$ cat src/rtl/lcm_pkg.sv
// Shared constants and types for the local control path: word header codes,
// beacon field positions and the pipeline stage record.
package lcm_pkg;

    localparam int W_DATA = 134;

    localparam logic [1:0] HDR_FIRST = 2'b01;
    localparam logic [1:0] HDR_MID   = 2'b11;
    localparam logic [1:0] HDR_LAST  = 2'b10;

    localparam logic [15:0] PTP_ETHERTYPE = 16'h88f7;

    localparam logic [3:0] MSG_REPORT = 4'hF;
    localparam logic [3:0] MSG_ACK    = 4'hE;
    localparam logic [3:0] MSG_UPDATE = 4'hD;

    localparam logic [3:0] ETH_WORD    = 4'd2;
    localparam logic [3:0] BEACON_WORD = 4'd6;

    localparam logic [47:0] CNC_MAC = 48'h010203040506;

    localparam int HDR_HI   = 133;
    localparam int HDR_LO   = 132;
    localparam int DMAC_HI  = 127;
    localparam int DMAC_LO  = 80;
    localparam int ETYPE_HI = 31;
    localparam int ETYPE_LO = 16;
    localparam int MSG_HI   = 11;
    localparam int MSG_LO   = 8;

    localparam int BCN_MAC_HI = 127;
    localparam int BCN_MAC_LO = 80;
    localparam int BCN_DIR    = 79;
    localparam int BCN_TB_HI  = 63;
    localparam int BCN_TB_LO  = 32;
    localparam int BCN_TS_HI  = 31;
    localparam int BCN_TS_LO  = 0;

    typedef struct packed {
        logic              wr;
        logic [W_DATA-1:0] data;
        logic              valid;
        logic              valid_wr;
        logic              drop;
    } stage_t;

    typedef enum logic [1:0] {
        ST_IDLE,
        ST_PASS,
        ST_DROP
    } parse_state_e;

    function automatic logic [3:0] idx_inc(input logic [3:0] idx);
        return (idx == 4'hF) ? idx : idx + 4'd1;
    endfunction

endpackage

$ cat src/rtl/lupdate_pipe.sv
// Three-stage delay line; each stage carries a drop bit that can be set
// retroactively on the two younger stages once a packet is classified.
module lupdate_pipe
    import lcm_pkg::*;
(
    input  logic              clk,
    input  logic              rst_n,
    input  logic              in_wr,
    input  logic [W_DATA-1:0] in_data,
    input  logic              in_valid,
    input  logic              in_valid_wr,
    input  logic              in_drop,
    input  logic              mark_drop,
    output logic              out_wr,
    output logic [W_DATA-1:0] out_data,
    output logic              out_valid,
    output logic              out_valid_wr
);

    stage_t stage_q [3];
    stage_t stage_d [3];

    always_comb begin
        stage_d[0].wr       = in_wr;
        stage_d[0].data     = in_data;
        stage_d[0].valid    = in_valid;
        stage_d[0].valid_wr = in_valid_wr;
        stage_d[0].drop     = in_drop;
        // stage 2 is already on the outputs this cycle, so only 0 and 1 can be marked
        stage_d[1]          = stage_q[0];
        stage_d[1].drop     = stage_q[0].drop | mark_drop;
        stage_d[2]          = stage_q[1];
        stage_d[2].drop     = stage_q[1].drop | mark_drop;
    end

    always_ff @(posedge clk or negedge rst_n) begin
        if (!rst_n) begin
            stage_q[0] <= '0;
            stage_q[1] <= '0;
            stage_q[2] <= '0;
        end else begin
            stage_q[0] <= stage_d[0];
            stage_q[1] <= stage_d[1];
            stage_q[2] <= stage_d[2];
        end
    end

    assign out_wr       = stage_q[2].wr & ~stage_q[2].drop;
    assign out_data     = stage_q[2].drop ? '0 : stage_q[2].data;
    assign out_valid    = stage_q[2].valid & ~stage_q[2].drop;
    assign out_valid_wr = stage_q[2].valid_wr & ~stage_q[2].drop;

endmodule

$ cat src/rtl/lupdate.sv
// Beacon-update consumer: forwards traffic with fixed latency, swallows CNC
// update packets addressed to this node and commits their configuration.
//
// state   | meaning
// ST_IDLE | no packet open; waiting for a first word
// ST_PASS | inside a packet that is being forwarded
// ST_DROP | inside an update packet; words are swallowed
module lupdate
    import lcm_pkg::*;
#(
    parameter logic [31:0] DFLT_TOKEN_BUCKET = 32'h0,
    parameter logic [31:0] DFLT_SLOT_PERIOD  = 32'd1000,
    parameter logic [3:0]  UPD_MSG_TYPE      = MSG_UPDATE
) (
    input  logic               clk,
    input  logic               rst_n,
    input  logic               in_data_wr,
    input  logic [W_DATA-1:0]  in_data,
    input  logic               in_data_valid,
    input  logic               in_data_valid_wr,
    input  logic [47:0]        in_local_mac_id,
    output logic               out_data_wr,
    output logic [W_DATA-1:0]  out_data,
    output logic               out_data_valid,
    output logic               out_data_valid_wr,
    output logic               beacon_update_master,
    output logic               direction,
    output logic [31:0]        token_bucket_para,
    output logic [47:0]        direct_mac_addr,
    output logic [31:0]        time_slot_period,
    output logic [31:0]        upd_cnt,
    output logic [31:0]        upd_err_cnt
);

    parse_state_e state_q, state_d;
    logic [3:0]   idx_q, idx_d;
    logic [47:0]  sh_mac_q, sh_mac_d, mac_q, mac_d;
    logic         sh_dir_q, sh_dir_d, dir_q, dir_d;
    logic [31:0]  sh_tb_q, sh_tb_d, tb_q, tb_d;
    logic [31:0]  sh_ts_q, sh_ts_d, ts_q, ts_d;
    logic         bum_q, bum_d;
    logic [31:0]  cnt_q, cnt_d, err_q, err_d;

    logic [1:0]   hdr;
    logic         is_first, is_last, hdr_match, drop_in, mark;
    logic [3:0]   cur_idx;

    always_comb begin
        hdr       = in_data[HDR_HI:HDR_LO];
        is_first  = in_data_wr && (hdr == HDR_FIRST);
        is_last   = in_data_wr && (hdr == HDR_LAST);
        cur_idx   = is_first ? 4'd0 : idx_q;
        hdr_match = (in_data[DMAC_HI:DMAC_LO] == in_local_mac_id)
                 && (in_data[ETYPE_HI:ETYPE_LO] == PTP_ETHERTYPE)
                 && (in_data[MSG_HI:MSG_LO] == UPD_MSG_TYPE);

        state_d  = state_q;
        idx_d    = idx_q;
        drop_in  = 1'b0;
        mark     = 1'b0;
        sh_mac_d = sh_mac_q;
        sh_dir_d = sh_dir_q;
        sh_tb_d  = sh_tb_q;
        sh_ts_d  = sh_ts_q;
        mac_d    = mac_q;
        dir_d    = dir_q;
        tb_d     = tb_q;
        ts_d     = ts_q;
        bum_d    = bum_q;
        cnt_d    = cnt_q;
        err_d    = err_q;

        if (in_data_wr)
            idx_d = is_first ? 4'd1 : idx_inc(idx_q);

        // a first word always restarts parsing, abandoning any open update
        if (is_first) begin
            state_d = ST_PASS;
        end else begin
            case (state_q)
                ST_PASS: begin
                    if (in_data_wr && cur_idx == ETH_WORD && hdr_match) begin
                        drop_in = 1'b1;
                        mark    = 1'b1;
                        state_d = ST_DROP;
                        if (is_last) begin
                            err_d   = err_q + 32'd1;
                            state_d = ST_IDLE;
                        end
                    end else if (is_last) begin
                        state_d = ST_IDLE;
                    end
                end
                ST_DROP: begin
                    drop_in = 1'b1;
                    if (in_data_wr && cur_idx == BEACON_WORD) begin
                        sh_mac_d = in_data[BCN_MAC_HI:BCN_MAC_LO];
                        sh_dir_d = in_data[BCN_DIR];
                        sh_tb_d  = in_data[BCN_TB_HI:BCN_TB_LO];
                        sh_ts_d  = in_data[BCN_TS_HI:BCN_TS_LO];
                    end
                    if (is_last) begin
                        state_d = ST_IDLE;
                        // commit from the _d shadows so a last word at index 6 is captured too
                        if (cur_idx >= BEACON_WORD) begin
                            mac_d = sh_mac_d;
                            dir_d = sh_dir_d;
                            tb_d  = sh_tb_d;
                            ts_d  = sh_ts_d;
                            bum_d = ~bum_q;
                            cnt_d = cnt_q + 32'd1;
                        end else begin
                            err_d = err_q + 32'd1;
                        end
                    end
                end
                default: ;
            endcase
        end
    end

    always_ff @(posedge clk or negedge rst_n) begin
        if (!rst_n) begin
            state_q  <= ST_IDLE;
            idx_q    <= '0;
            sh_mac_q <= '0;
            sh_dir_q <= 1'b0;
            sh_tb_q  <= DFLT_TOKEN_BUCKET;
            sh_ts_q  <= DFLT_SLOT_PERIOD;
            mac_q    <= '0;
            dir_q    <= 1'b0;
            tb_q     <= DFLT_TOKEN_BUCKET;
            ts_q     <= DFLT_SLOT_PERIOD;
            bum_q    <= 1'b0;
            cnt_q    <= '0;
            err_q    <= '0;
        end else begin
            state_q  <= state_d;
            idx_q    <= idx_d;
            sh_mac_q <= sh_mac_d;
            sh_dir_q <= sh_dir_d;
            sh_tb_q  <= sh_tb_d;
            sh_ts_q  <= sh_ts_d;
            mac_q    <= mac_d;
            dir_q    <= dir_d;
            tb_q     <= tb_d;
            ts_q     <= ts_d;
            bum_q    <= bum_d;
            cnt_q    <= cnt_d;
            err_q    <= err_d;
        end
    end

    lupdate_pipe u_pipe (
        .clk          (clk),
        .rst_n        (rst_n),
        .in_wr        (in_data_wr),
        .in_data      (in_data),
        .in_valid     (in_data_valid),
        .in_valid_wr  (in_data_valid_wr),
        .in_drop      (drop_in),
        .mark_drop    (mark),
        .out_wr       (out_data_wr),
        .out_data     (out_data),
        .out_valid    (out_data_valid),
        .out_valid_wr (out_data_valid_wr)
    );

    assign beacon_update_master = bum_q;
    assign direction            = dir_q;
    assign token_bucket_para    = tb_q;
    assign direct_mac_addr      = mac_q;
    assign time_slot_period     = ts_q;
    assign upd_cnt              = cnt_q;
    assign upd_err_cnt          = err_q;

endmodule

$ cat config.mk
export PLATFORM = sky130hd
export DESIGN_NAME = lupdate
export DESIGN_NICKNAME = d
export VERILOG_FILES = /design/src/rtl/lcm_pkg.sv /design/src/rtl/lupdate_pipe.sv /design/src/rtl/lupdate.sv
export SDC_FILE = /design/constraint.sdc
export NUM_CORES = 1
export LEC_CHECK = 0
export ABC_AREA = 1
export CORE_UTILIZATION = 40
export DETAILED_ROUTE_END_ITERATION = 16
export PLACE_DENSITY = 0.72
export SYNTH_ARGS = -nofsm -noshare
export SYNTH_HDL_FRONTEND = slang
export SYNTH_HIERARCHICAL = 1
export SYNTH_SLANG_ARGS = --single-unit
$ cat constraint.sdc
create_clock -name clk -period 5.3 [get_ports clk]
set_clock_uncertainty 0.1 [all_clocks]
set_input_delay 1.06 -clock clk [delete_from_list [all_inputs] [get_ports clk]]
set_output_delay 1.06 -clock clk [all_outputs]
set_load 0.02 [all_outputs]
==> run_results.csv <==
group,metric,value,unit
outcome,status,"completed",
timing,worst_slew_pin_slew,0.880,ns
route,vias,20000,
timing,fmax,0.261,GHz
pwr,power,13.3,mW
final_layout,multi_input_area,7180,sq um
place,place.gp.congestion,0.913,
cts,clock-sinks,711,
route,drtIter0Drc,1598,
setup_path,worstPathMaxFanout,50,
floorplan,start_util,0.407,
pwr,power_density,375,nW/um^2
final_layout,nets,3520,
setup_path,cp.required,4.14,ns
final_layout,regArea,17800,sq um
cts,clock_path_buffers,3,
setup_path,r2r-start,"idx_q[3]",
cts,insertion_delay,0.60,ns
floorplan,dieArea,68400,sq um
synth,synth-seq-area-share,0.661,
timing,maxSlewViolCount,0,
route,wirelength,75100,um
place,pre_cts_ws,1.41,ns
final_layout,fillCellCount,5846,
global_routing,grt_pass1_wl,115000,um
route,wl_per_cell,17.6,um
place,dp_hpwl,52800,um
synth,ys_ff_latch,711,
pwr,power.leakage,17.6,nW
timing,finalCritPeriodShare,0.723,
synth,yosysUniqueCellTypes,37,
setup_path,reg2reg_to,"sh_tb_q[3]",
floorplan,pin_count,502,
timing,slew-limit-headroom,0.413,
setup_path,cp.arrival,2.67,ns
timing,setup_viol,0,
setup_path,critical_path_class,"register to primary output",
floorplan,die_h,262,um
cts,cts_buffers,77,
floorplan,core_area,66200,sq um
setup_path,cp-start-kind,"register",
route,firstDrtPassIters,5,
global_routing,grt_pass1_vias,19600,
global_routing,grt_max_degree,177,
floorplan,fp-row-count,94,
flow_run,max_cap_viol_count,0,
cts,cts_root_buf,"clkbuf_16",
setup_path,r2r_slack,2.79,ns
global_routing,grtUsageTotal,0.220,
setup_path,crit_path_start,"u_pipe/stage_q[0]",
cts,cts_max_level,3,
route,ant_nets,0,
cts,path_clk_slew,0.06,ns
pwr,ir_drop,0.000275,V
timing,hold_viol,0,
worst_hold_path,worstHoldStart,"u_pipe/stage_d[14]",
cts,cts_hold_buf,0,
timing,fin_tns_setup,0,ns
synth,synth_fp_nets,3012,
synth,yosys_warnings,6,
final_layout,area_growth_syn_to_layout,31.4,%
timing,period_needed,3.83,ns
floorplan,die_w,262,um
worst_hold_path,hold_depth,0,
worst_hold_path,whs_endpoint,"u_pipe/stage_q[14]",
timing,rsz0062_at_grt,"false",
cts,cts_resized,0,
place,numPortBuffers,501,
cts,cts_tree,"done",
route,drcViolationCount,0,
worst_hold_path,hold_class,"register to register",
synth,synth_area,26900,sq um
synth,synth.avg_cell_area,9.55,sq um
synth,synthCells,2820,
cts,post_cts_buffers,0,
setup_path,cp-end-kind,"primary output",
setup_path,reg2reg_depth,7,
global_routing,grt-ovfl-total,0,
global_routing,antenna_found_initial,10,
timing,worst_slack,1.47,ns
final_layout,drive_above_1_share,0.0543,
route,viasPerCell,4.69,
==> sequential cells by signal (all words and copies together), names as in the netlist, 4 cells and up <==
signal	flops
sh_ts_q	32
token_bucket_para	32
upd_cnt	32
direct_mac_addr	48
u_pipe/stage_q	140
u_pipe/stage_d	274
sh_mac_q	48
sh_tb_q	32
time_slot_period	32
upd_err_cnt	32
idx_q	4
==> critical path, cell delays in order, from the launching register on <==
cell and delay [ns]:
dfrtp_4 0.87, buf_4 0.47, nor2_1 0.15, clkdlybuf4s50_1 0.56
==> cell usage in the layout, fill, tap and decap left out, types with 2 or more instances in the layout <==
cell type / instances
a21oi_1: 69
buf_12: 9
buf_4: 18
bufinv_16: 10
clkbuf_1: 15
clkbuf_16: 79
clkbuf_8: 11
clkdlybuf4s50_1: 500
clkinv_2: 12
clkinv_8: 2
clkinvlp_4: 2
dfrtp_1: 698
dfstp_2: 12
diode_2: 8
ha_1: 5
inv_1: 345
inv_2: 5
inv_6: 6
nand2_1: 927
nand2_2: 4
nand3_1: 71
nand4_1: 24
nor2_1: 308
nor2_2: 2
nor2_4: 3
nor3_1: 35
nor3_2: 2
nor3b_1: 3
nor4_1: 3
o21ai_0: 125
xnor2_1: 29
xor2_1: 39
==> report_power, final <==
part,internal (mW),total [mW],switching (mW),leakage (nW)
registers,5.89,6.06,0.172,8.71
clock network,3.39,5.56,2.17,1.30
logic,0.615,1.64,1.02,7.59
total,9.89,13.3,3.36,17.6
==> metal layers <==
layer	GRT usage	vias to the layer above	share of wire
met1	0.292	9629	0.42
met3	0.0556	109	0.077
met4	0.0803	2	0.028
met5	0	-	0.00017
met2	0.350	671	0.47
li1	-	9554	-
==> per-stage QoR <==
step                      instance area (sq um)  utilization  hold WS [ns]  cells
after floorplan                           26900            -         0.231   2820
after global placement                    32700        0.494         0.231   4113
after detailed placement                  32700        0.494         0.235   4113
after CTS                                 35400        0.534         0.235   4250
after global routing                      35400        0.534         0.227   4255
final                                     35400        0.535         0.238   4258
==> logic make-up after synthesis <==
family | Yosys count | share of synthesized area
AND/OR/NAND/NOR | 1387 | 0.204
flip-flops | 711 | 0.661
buffers and inverters | 450 | 0.0728
AO/OA/AOI/OAI | 199 | 0.0377
XOR/XNOR | 68 | 0.0221
adder cells (fa/ha/maj) | 5 | 0.00232
==> cell type report <==
type / instances / area share
multi-input cells: 1659 / 0.203
clock buffers: 105 / 0.0617
flip-flops and latches: 711 / 0.503
repair buffers: 528 / 0.151
inverters: 351 / 0.0373
diodes: 8 / 0.000566
well taps: 864 / 0.0305
clock inverters: 32 / 0.0130
==> how the worst max path moves through the flow <==
| stage | endpoint | slack (ns) | depth (start not counted) |
|---|---|---|---|
| floorplan | upd_err_cnt[2] | 2.91 | 11 |
| global placement | upd_err_cnt[27] | 1.46 | 14 |
| detailed placement | upd_err_cnt[14] | 1.41 | 11 |
| CTS | out_data[58] | 1.35 | 3 |
| global route | out_data[58] | 1.25 | 3 |
| finish | out_data[58] | 1.47 | 3 |
==> synth_stat cells <==
cell type  instances  area, sq um
dfstp_2           12          315
clkbuf_8          10          138
nand3_1           71          355
nor3_1            35          175
clkbuf_1          25         93.8
buf_6              8         90.1
inv_2              5         18.8
dfrtp_1          699        17500
nor4_1             3         18.8
nor2_2             2         12.5
a21oi_1           69          345
and3_1             1         6.26
nand4_1           24          150
a31oi_1            1         6.26
nand2_1          927         3480
nor2_8             1         20.0
o22ai_1            1         6.26
xor2_1            39          342
o21ai_1            1         5.00
o2111a_4           1         20.0
nand2_4            1         11.3
xnor2_1           29          254
or2_1              1         6.26
inv_1            345         1290
nor3b_1            3         22.5
nor2_1           309         1160
buf_1              7         26.3
buf_2             29          145
o21ai_0          125          626
nand2_2            4         25.0
nor2_4             2         22.5
buf_4             20          150
nor3_2             2         20.0
o31ai_1            1         7.51
clkinv_1           1         3.75
nand3_2            1         10.0
ha_1               5         62.6
(Power assumes the default switching activity.)
